===== src/rtl/imm_gen_pipe_pkg.sv =====
// Shared constants for the ID-stage immediate generator: opcodes, funct3
// shift encodings and the immediate format codes reported on out_fmt.
package imm_gen_pipe_pkg;

  // Major opcodes (inst[6:0]) that carry or imply an immediate format
  localparam logic [6:0] OPC_LOAD      = 7'b0000011;
  localparam logic [6:0] OPC_OP_IMM    = 7'b0010011;
  localparam logic [6:0] OPC_AUIPC     = 7'b0010111;
  localparam logic [6:0] OPC_OP_IMM_32 = 7'b0011011;
  localparam logic [6:0] OPC_STORE     = 7'b0100011;
  localparam logic [6:0] OPC_OP        = 7'b0110011;
  localparam logic [6:0] OPC_LUI       = 7'b0110111;
  localparam logic [6:0] OPC_OP_32     = 7'b0111011;
  localparam logic [6:0] OPC_BRANCH    = 7'b1100011;
  localparam logic [6:0] OPC_JALR      = 7'b1100111;
  localparam logic [6:0] OPC_JAL       = 7'b1101111;
  localparam logic [6:0] OPC_SYSTEM    = 7'b1110011;

  // funct3 values that turn OP-IMM / OP-IMM-32 into shift-by-immediate
  localparam logic [2:0] F3_SLL = 3'b001;
  localparam logic [2:0] F3_SRX = 3'b101;

  typedef enum logic [2:0] {
    FMT_NONE = 3'd0,
    FMT_R    = 3'd1,
    FMT_I    = 3'd2,
    FMT_S    = 3'd3,
    FMT_B    = 3'd4,
    FMT_U    = 3'd5,
    FMT_J    = 3'd6,
    FMT_SH   = 3'd7
  } fmt_e;

  // All eight 3-bit codes are taken, so the CSR zimm shares the code of the
  // other zero-extended small-field class (shift amount); the opcode tells
  // the two apart downstream.
  localparam fmt_e FMT_Z = FMT_SH;

endpackage


===== src/rtl/imm_decode.sv =====
// Purely combinational RV32I/RV64I immediate decoder: inst -> imm/fmt/illegal.
module imm_decode
  import imm_gen_pipe_pkg::*;
#(
  parameter int XLEN    = 32,
  parameter int SHAMT_W = (XLEN == 64) ? 6 : 5
) (
  input  logic [31:0]     inst,
  output logic [XLEN-1:0] imm,
  output fmt_e            fmt,
  output logic            illegal
);

  logic [6:0]      opcode;
  logic [2:0]      funct3;
  logic [XLEN-1:0] imm_i, imm_s, imm_b, imm_u, imm_j, imm_sh, imm_shw, imm_z;

  assign opcode = inst[6:0];
  assign funct3 = inst[14:12];

  // Signed size casts replicate inst[31] up to bit XLEN-1
  assign imm_i   = XLEN'($signed(inst[31:20]));
  assign imm_s   = XLEN'($signed({inst[31:25], inst[11:7]}));
  assign imm_b   = XLEN'($signed({inst[31], inst[7], inst[30:25], inst[11:8], 1'b0}));
  assign imm_u   = XLEN'($signed({inst[31:12], 12'b0}));
  assign imm_j   = XLEN'($signed({inst[31], inst[19:12], inst[20], inst[30:21], 1'b0}));
  assign imm_sh  = XLEN'(inst[20 +: SHAMT_W]);
  assign imm_shw = XLEN'(inst[24:20]);
  assign imm_z   = XLEN'(inst[19:15]);

  // Select the immediate and format class from the opcode (and funct3 where it matters)
  always_comb begin
    imm     = '0;
    fmt     = FMT_NONE;
    illegal = 1'b0;
    case (opcode)
      OPC_OP, OPC_OP_32: fmt = FMT_R;
      OPC_LOAD, OPC_JALR: begin
        imm = imm_i;
        fmt = FMT_I;
      end
      OPC_OP_IMM: begin
        if (funct3 == F3_SLL || funct3 == F3_SRX) begin
          imm = imm_sh;
          fmt = FMT_SH;
        end else begin
          imm = imm_i;
          fmt = FMT_I;
        end
      end
      OPC_OP_IMM_32: begin
        if (XLEN == 64) begin
          if (funct3 == F3_SLL || funct3 == F3_SRX) begin
            imm = imm_shw;
            fmt = FMT_SH;
          end else begin
            imm = imm_i;
            fmt = FMT_I;
          end
        end else begin
          illegal = 1'b1;
        end
      end
      OPC_STORE: begin
        imm = imm_s;
        fmt = FMT_S;
      end
      OPC_BRANCH: begin
        imm = imm_b;
        fmt = FMT_B;
      end
      OPC_LUI, OPC_AUIPC: begin
        imm = imm_u;
        fmt = FMT_U;
      end
      OPC_JAL: begin
        imm = imm_j;
        fmt = FMT_J;
      end
      OPC_SYSTEM: begin
        if (funct3[2]) begin
          imm = imm_z;
          fmt = FMT_Z;
        end else begin
          imm = imm_i;
          fmt = FMT_I;
        end
      end
      default: illegal = 1'b1;
    endcase
  end

endmodule


===== src/rtl/imm_gen_pipe.sv =====
// Registered immediate generator: imm_decode behind a valid/ready output
// stage with a one-entry skid buffer and synchronous flush.
module imm_gen_pipe
  import imm_gen_pipe_pkg::*;
#(
  parameter int XLEN    = 32,
  parameter int SHAMT_W = (XLEN == 64) ? 6 : 5
) (
  input  logic            clk,
  input  logic            rst,
  input  logic            flush,
  input  logic            in_valid,
  output logic            in_ready,
  input  logic [31:0]     in_inst,
  output logic            out_valid,
  input  logic            out_ready,
  output logic [XLEN-1:0] out_imm,
  output fmt_e            out_fmt,
  output logic            out_illegal
);

  logic [XLEN-1:0] dec_imm;
  fmt_e            dec_fmt;
  logic            dec_illegal;

  logic            main_valid_q, main_valid_d;
  logic [XLEN-1:0] main_imm_q, main_imm_d;
  fmt_e            main_fmt_q, main_fmt_d;
  logic            main_ill_q, main_ill_d;
  logic            skid_valid_q, skid_valid_d;
  logic [XLEN-1:0] skid_imm_q, skid_imm_d;
  fmt_e            skid_fmt_q, skid_fmt_d;
  logic            skid_ill_q, skid_ill_d;

  logic accept;
  logic main_free;

  imm_decode #(.XLEN(XLEN), .SHAMT_W(SHAMT_W)) u_decode (
    .inst    (in_inst),
    .imm     (dec_imm),
    .fmt     (dec_fmt),
    .illegal (dec_illegal)
  );

  // A full skid register is the only thing that stops intake, so a stalled
  // main register can still absorb one more item without losing it.
  assign in_ready  = !rst && !flush && !skid_valid_q;
  assign accept    = in_valid && in_ready;
  assign main_free = !main_valid_q || out_ready;

  assign out_valid   = main_valid_q;
  assign out_imm     = main_imm_q;
  assign out_fmt     = main_fmt_q;
  assign out_illegal = main_ill_q;

  // Next-state for main/skid: flush empties both, otherwise refill main from
  // skid first (FIFO order), then from the decoder; park in skid when stalled.
  always_comb begin
    main_valid_d = main_valid_q;
    main_imm_d   = main_imm_q;
    main_fmt_d   = main_fmt_q;
    main_ill_d   = main_ill_q;
    skid_valid_d = skid_valid_q;
    skid_imm_d   = skid_imm_q;
    skid_fmt_d   = skid_fmt_q;
    skid_ill_d   = skid_ill_q;
    if (flush) begin
      main_valid_d = 1'b0;
      skid_valid_d = 1'b0;
    end else if (main_free) begin
      if (skid_valid_q) begin
        main_valid_d = 1'b1;
        main_imm_d   = skid_imm_q;
        main_fmt_d   = skid_fmt_q;
        main_ill_d   = skid_ill_q;
        skid_valid_d = 1'b0;
      end else if (accept) begin
        main_valid_d = 1'b1;
        main_imm_d   = dec_imm;
        main_fmt_d   = dec_fmt;
        main_ill_d   = dec_illegal;
      end else begin
        main_valid_d = 1'b0;
      end
    end else if (accept) begin
      skid_valid_d = 1'b1;
      skid_imm_d   = dec_imm;
      skid_fmt_d   = dec_fmt;
      skid_ill_d   = dec_illegal;
    end
  end

  // State registers with synchronous reset to the idle, empty state
  always_ff @(posedge clk) begin
    if (rst) begin
      main_valid_q <= 1'b0;
      main_imm_q   <= '0;
      main_fmt_q   <= FMT_NONE;
      main_ill_q   <= 1'b0;
      skid_valid_q <= 1'b0;
      skid_imm_q   <= '0;
      skid_fmt_q   <= FMT_NONE;
      skid_ill_q   <= 1'b0;
    end else begin
      main_valid_q <= main_valid_d;
      main_imm_q   <= main_imm_d;
      main_fmt_q   <= main_fmt_d;
      main_ill_q   <= main_ill_d;
      skid_valid_q <= skid_valid_d;
      skid_imm_q   <= skid_imm_d;
      skid_fmt_q   <= skid_fmt_d;
      skid_ill_q   <= skid_ill_d;
    end
  end

endmodule


===== config.mk =====
export PLATFORM = sky130hd
export DESIGN_NAME = imm_gen_pipe
export DESIGN_NICKNAME = d
export VERILOG_FILES = /design/src/rtl/imm_gen_pipe_pkg.sv /design/src/rtl/imm_decode.sv /design/src/rtl/imm_gen_pipe.sv
export SDC_FILE = /design/constraint.sdc
export NUM_CORES = 1
export LEC_CHECK = 0
export CAP_MARGIN = 15
export CORE_MARGIN = 3
export CORE_UTILIZATION = 48
export CTS_CLUSTER_SIZE = 10
export DETAILED_ROUTE_END_ITERATION = 10
export GPL_ROUTABILITY_DRIVEN = 1
export MAX_ROUTING_LAYER = met4
export PLACE_DENSITY = 0.86
export SYNTH_ARGS = -nofsm -noshare
export SYNTH_HDL_FRONTEND = slang
export SYNTH_HIERARCHICAL = 1
export SYNTH_SLANG_ARGS = --single-unit

===== constraint.sdc =====
create_clock -name clk -period 2.25 [get_ports clk]
set_input_delay 0.45 -clock clk [delete_from_list [all_inputs] [get_ports clk]]
set_output_delay 0.45 -clock clk [all_outputs]
set_load 0.02 [all_outputs]

==> reports/metrics.yaml <==
synth.distinct_cells: 47
post-route-util_pct: 66.3
timing.rr.end: "out_imm[1]"
timing.rr.start: "skid_valid_q"
cts.sinks: 74
start_util_pct: 50.0
endpoint_kind: "register"
clockBufferDepth: 2
die_y_um: 98.9
min_to: "skid_imm_q[4]"
path_clk_slew_ps: 80
yosysSeqAreaShare_pct: 35.7
maxCapViolCount: 0
peakVddDrop_mv: 0.396
start_kind: "input port"
drt_pass1_iterations: 5
grt_max_degree: 112
wl_mm: 11.1
synth_edf_count: 0
worstPathCellList: "clkdlybuf4s50_1 -> and4bb_2 -> o221a_4 -> a21oi_4 -> buf_12 -> buf_12 -> buf_16 -> and2b_2 -> mux2i_1 -> nor2_1 -> mux2_2"
yosys_warnings: 6
cpMaxStageDelayCell: "clkdlybuf4s50_1"
layout-drive-gt1-share_pct: 16.0
via_per_inst: 5.79
fin_crit_ps: 2220
insertion_delay_ps: 350
ff2ff_setup_slack_ps: 550
synthCells: 484
antenna_found_initial: 0
worst_ep_arrival_time_ps: 2460
period_share_pct: 98.6
met2_length_mm: 5.48
synth_fp_nets: 521
synthArstFlopShare_pct: 0
outcome: "finished, final reports clean"
crit_buf_inv: 4
worstSetupPathType: "in2reg"
dominantRegCellSynth: "dfxtp_1"
vias: 3898
fin_ws_ps: 32.0
wl_per_cell_um: 16.4
area_growth_pct: 32.6
portBuffers: 74
drc_errors: 0
cp_common_cell: "buf_12"
grt-ovfl-total: 0
core_area_um2: 8300
p_per_area_nw_per_um2: 531
dp_hpwl_mm: 7.08
tightest_slew_ps: 671
max_freq_mhz: 451
dr_wl_met3_um: 754
drtAntennaViolNets: 0
row_count: 33
ff2ff_path_depth: 4
drt-initial-drc-count: 418
track_usage_pct: 23.3
final_max_slew_viol_count: 0
setup_viol_count_final: 0
cp.required_ps: 2500
min_path_cells: 2
max_stage_delay_ps: 420
min_path_type: "reg2reg"
timing.hold.ws_ps: 485
ioPinCount: 75
htree_num_levels: 3
grt_pass1_wl_mm: 18.3
tritoncts: "yes"
relSlewSlack_pct: 55.3
grt_pass1_vias: 3816
critPathTopFamily: "buffers and inverters"
die_area_um2: 9790
n_antenna_cell: 0
power.leakage_uw: 0.00209
fin_skew_ps: 10.1
avgSynthCellArea_um2: 8.57
synth_seq_cells: 74
min-delay-start: "skid_imm_q[4]"
finalWeightedCongestion: 0.856
syn-cell-area_um2: 4150
maxUsedRoutingLayer: "met4"
wl_met1_mm: 4.66
cts_root_buf: "clkbuf_8"
preCtsSetupSlack_ps: -441
die_x_um: 98.9
layout.nets: 600
hold_violations: 0
cts_buffers: 9
cp_max_fo: 4
==> layout make-up <==
type                       instances  area [um2]
multi-input combinational        354        2450
sequential                        74        1480
clock inverter                     4        98.8
timing repair buffer             110        1140
fill                             657        2800
tap                              105         131
inverter                          14        57.6
clock buffer                      12         145
==> layout by cell type, fill, tap and decap left out, types with 2 or more instances in the layout <==
master           count
o21ai_1             40
nor2b_1             34
clkbuf_1             2
mux2_2               5
nand3b_1             2
a21oi_4              2
buf_16               2
dlygate4sd2_1        6
o22ai_2              4
nor2_1              41
a32oi_1              2
mux2_1              26
o21ai_0             10
and2b_2              7
a22oi_1              4
clkbuf_8            10
bufinv_16            3
mux2i_1             36
nand2_1             14
inv_1               12
o22ai_1              2
and2b_1              8
o2bb2ai_1            8
dfxtp_1             73
dlymetal6s2s_1       3
a21oi_1             40
buf_12               7
clkdlybuf4s50_1     64
buf_4               28
mux2_4               5
nand3_1             38
==> where the power goes <==
part           internal (uW)  leakage (uW)  switching (uW)
logic                    154       0.00137             183
registers               1310      0.000597            2.87
clock network            771      0.000121             497
==> synthesized netlist by cell type (2+ instances only) <==
library cell,instances,area [um2]
mux2i_1,36,360
nor3_1,2,10.0
buf_4,5,37.5
and2b_2,7,61.3
buf_2,11,55.1
mux2_1,31,349
inv_1,13,48.8
a21oi_4,2,32.5
o2bb2ai_1,8,70.1
o21ai_0,15,75.1
nor2_1,42,158
a32oi_1,2,17.5
clkbuf_1,17,63.8
buf_6,6,67.6
nand3b_1,2,15.0
nor2b_1,35,219
buf_1,3,11.3
nand3_1,38,190
nand2_1,14,52.6
o21ai_1,36,180
a21oi_1,41,205
a22oi_1,4,30.0
o22ai_1,6,37.5
mux2_2,5,56.3
and2b_1,8,60.1
dfxtp_1,74,1480
==> kinds of logic (layout without fill, tap and decap cells) <==
| group | Yosys count | in the layout | synth area share [%] |
|---|---|---|---|
| simple gates | 159 | 159 | 20.9 |
| compound gates | 123 | 123 | 17.8 |
| flops | 74 | 74 | 35.7 |
| mux | 72 | 72 | 18.5 |
| buf+inv | 56 | 140 | 7.06 |
==> routing by layer <==
metal / vias to the layer above / global-route usage (%)
li1: 1863 / -
met1: 1863 / 28.9
met2: 152 / 38.6
met3: 20 / 5.52
met4: 0 / 5.36
met5: - / -
==> through the flow <==
step                      instance area (um2)  std cells  TNS [ps]  power (uW)
final                                    5500        673         0        2920
after global routing                     5500        673     -21.0        3010
after CTS                                5420        672         0        2930
after detailed placement                 5060        651    -15620        1660
after global placement                   5060        651    -12090        1650
after floorplan                          4150        484         0        1510
==> sequential cells by signal (all words and copies together) (netlist names) <==
name,cells
skid_valid_q,1
skid_imm_q,32
out_imm,32
skid_fmt_q,3
out_illegal,1
skid_ill_q,1
out_fmt,3
out_valid,1
==> worst max-delay path by stage <==
stage,to,cells after the start,start
after floorplan,out_imm[25],9,in_inst[4]
after global placement,out_imm[5],9,in_inst[4]
after detailed placement,out_imm[6],9,in_inst[4]
after CTS,out_imm[7],10,in_inst[3]
after global routing,out_imm[20],12,in_inst[1]
final,out_imm[9],11,in_inst[1]
==> tightest hold or removal path: stages (launching register included) <==
cell     delay [ps]
dfxtp_1         310
o21ai_1          60
a21oi_1          70
==> repair_timing <==
item,4_1_cts,5_1_grt
gates resized for setup,19,14
cloned,2,0
hold buffers,0,0
setup endpoints to repair,7,24
pin swaps,2,3
buffers inserted,3,1
No activity file was read; power rests on OpenSTA's default activity.
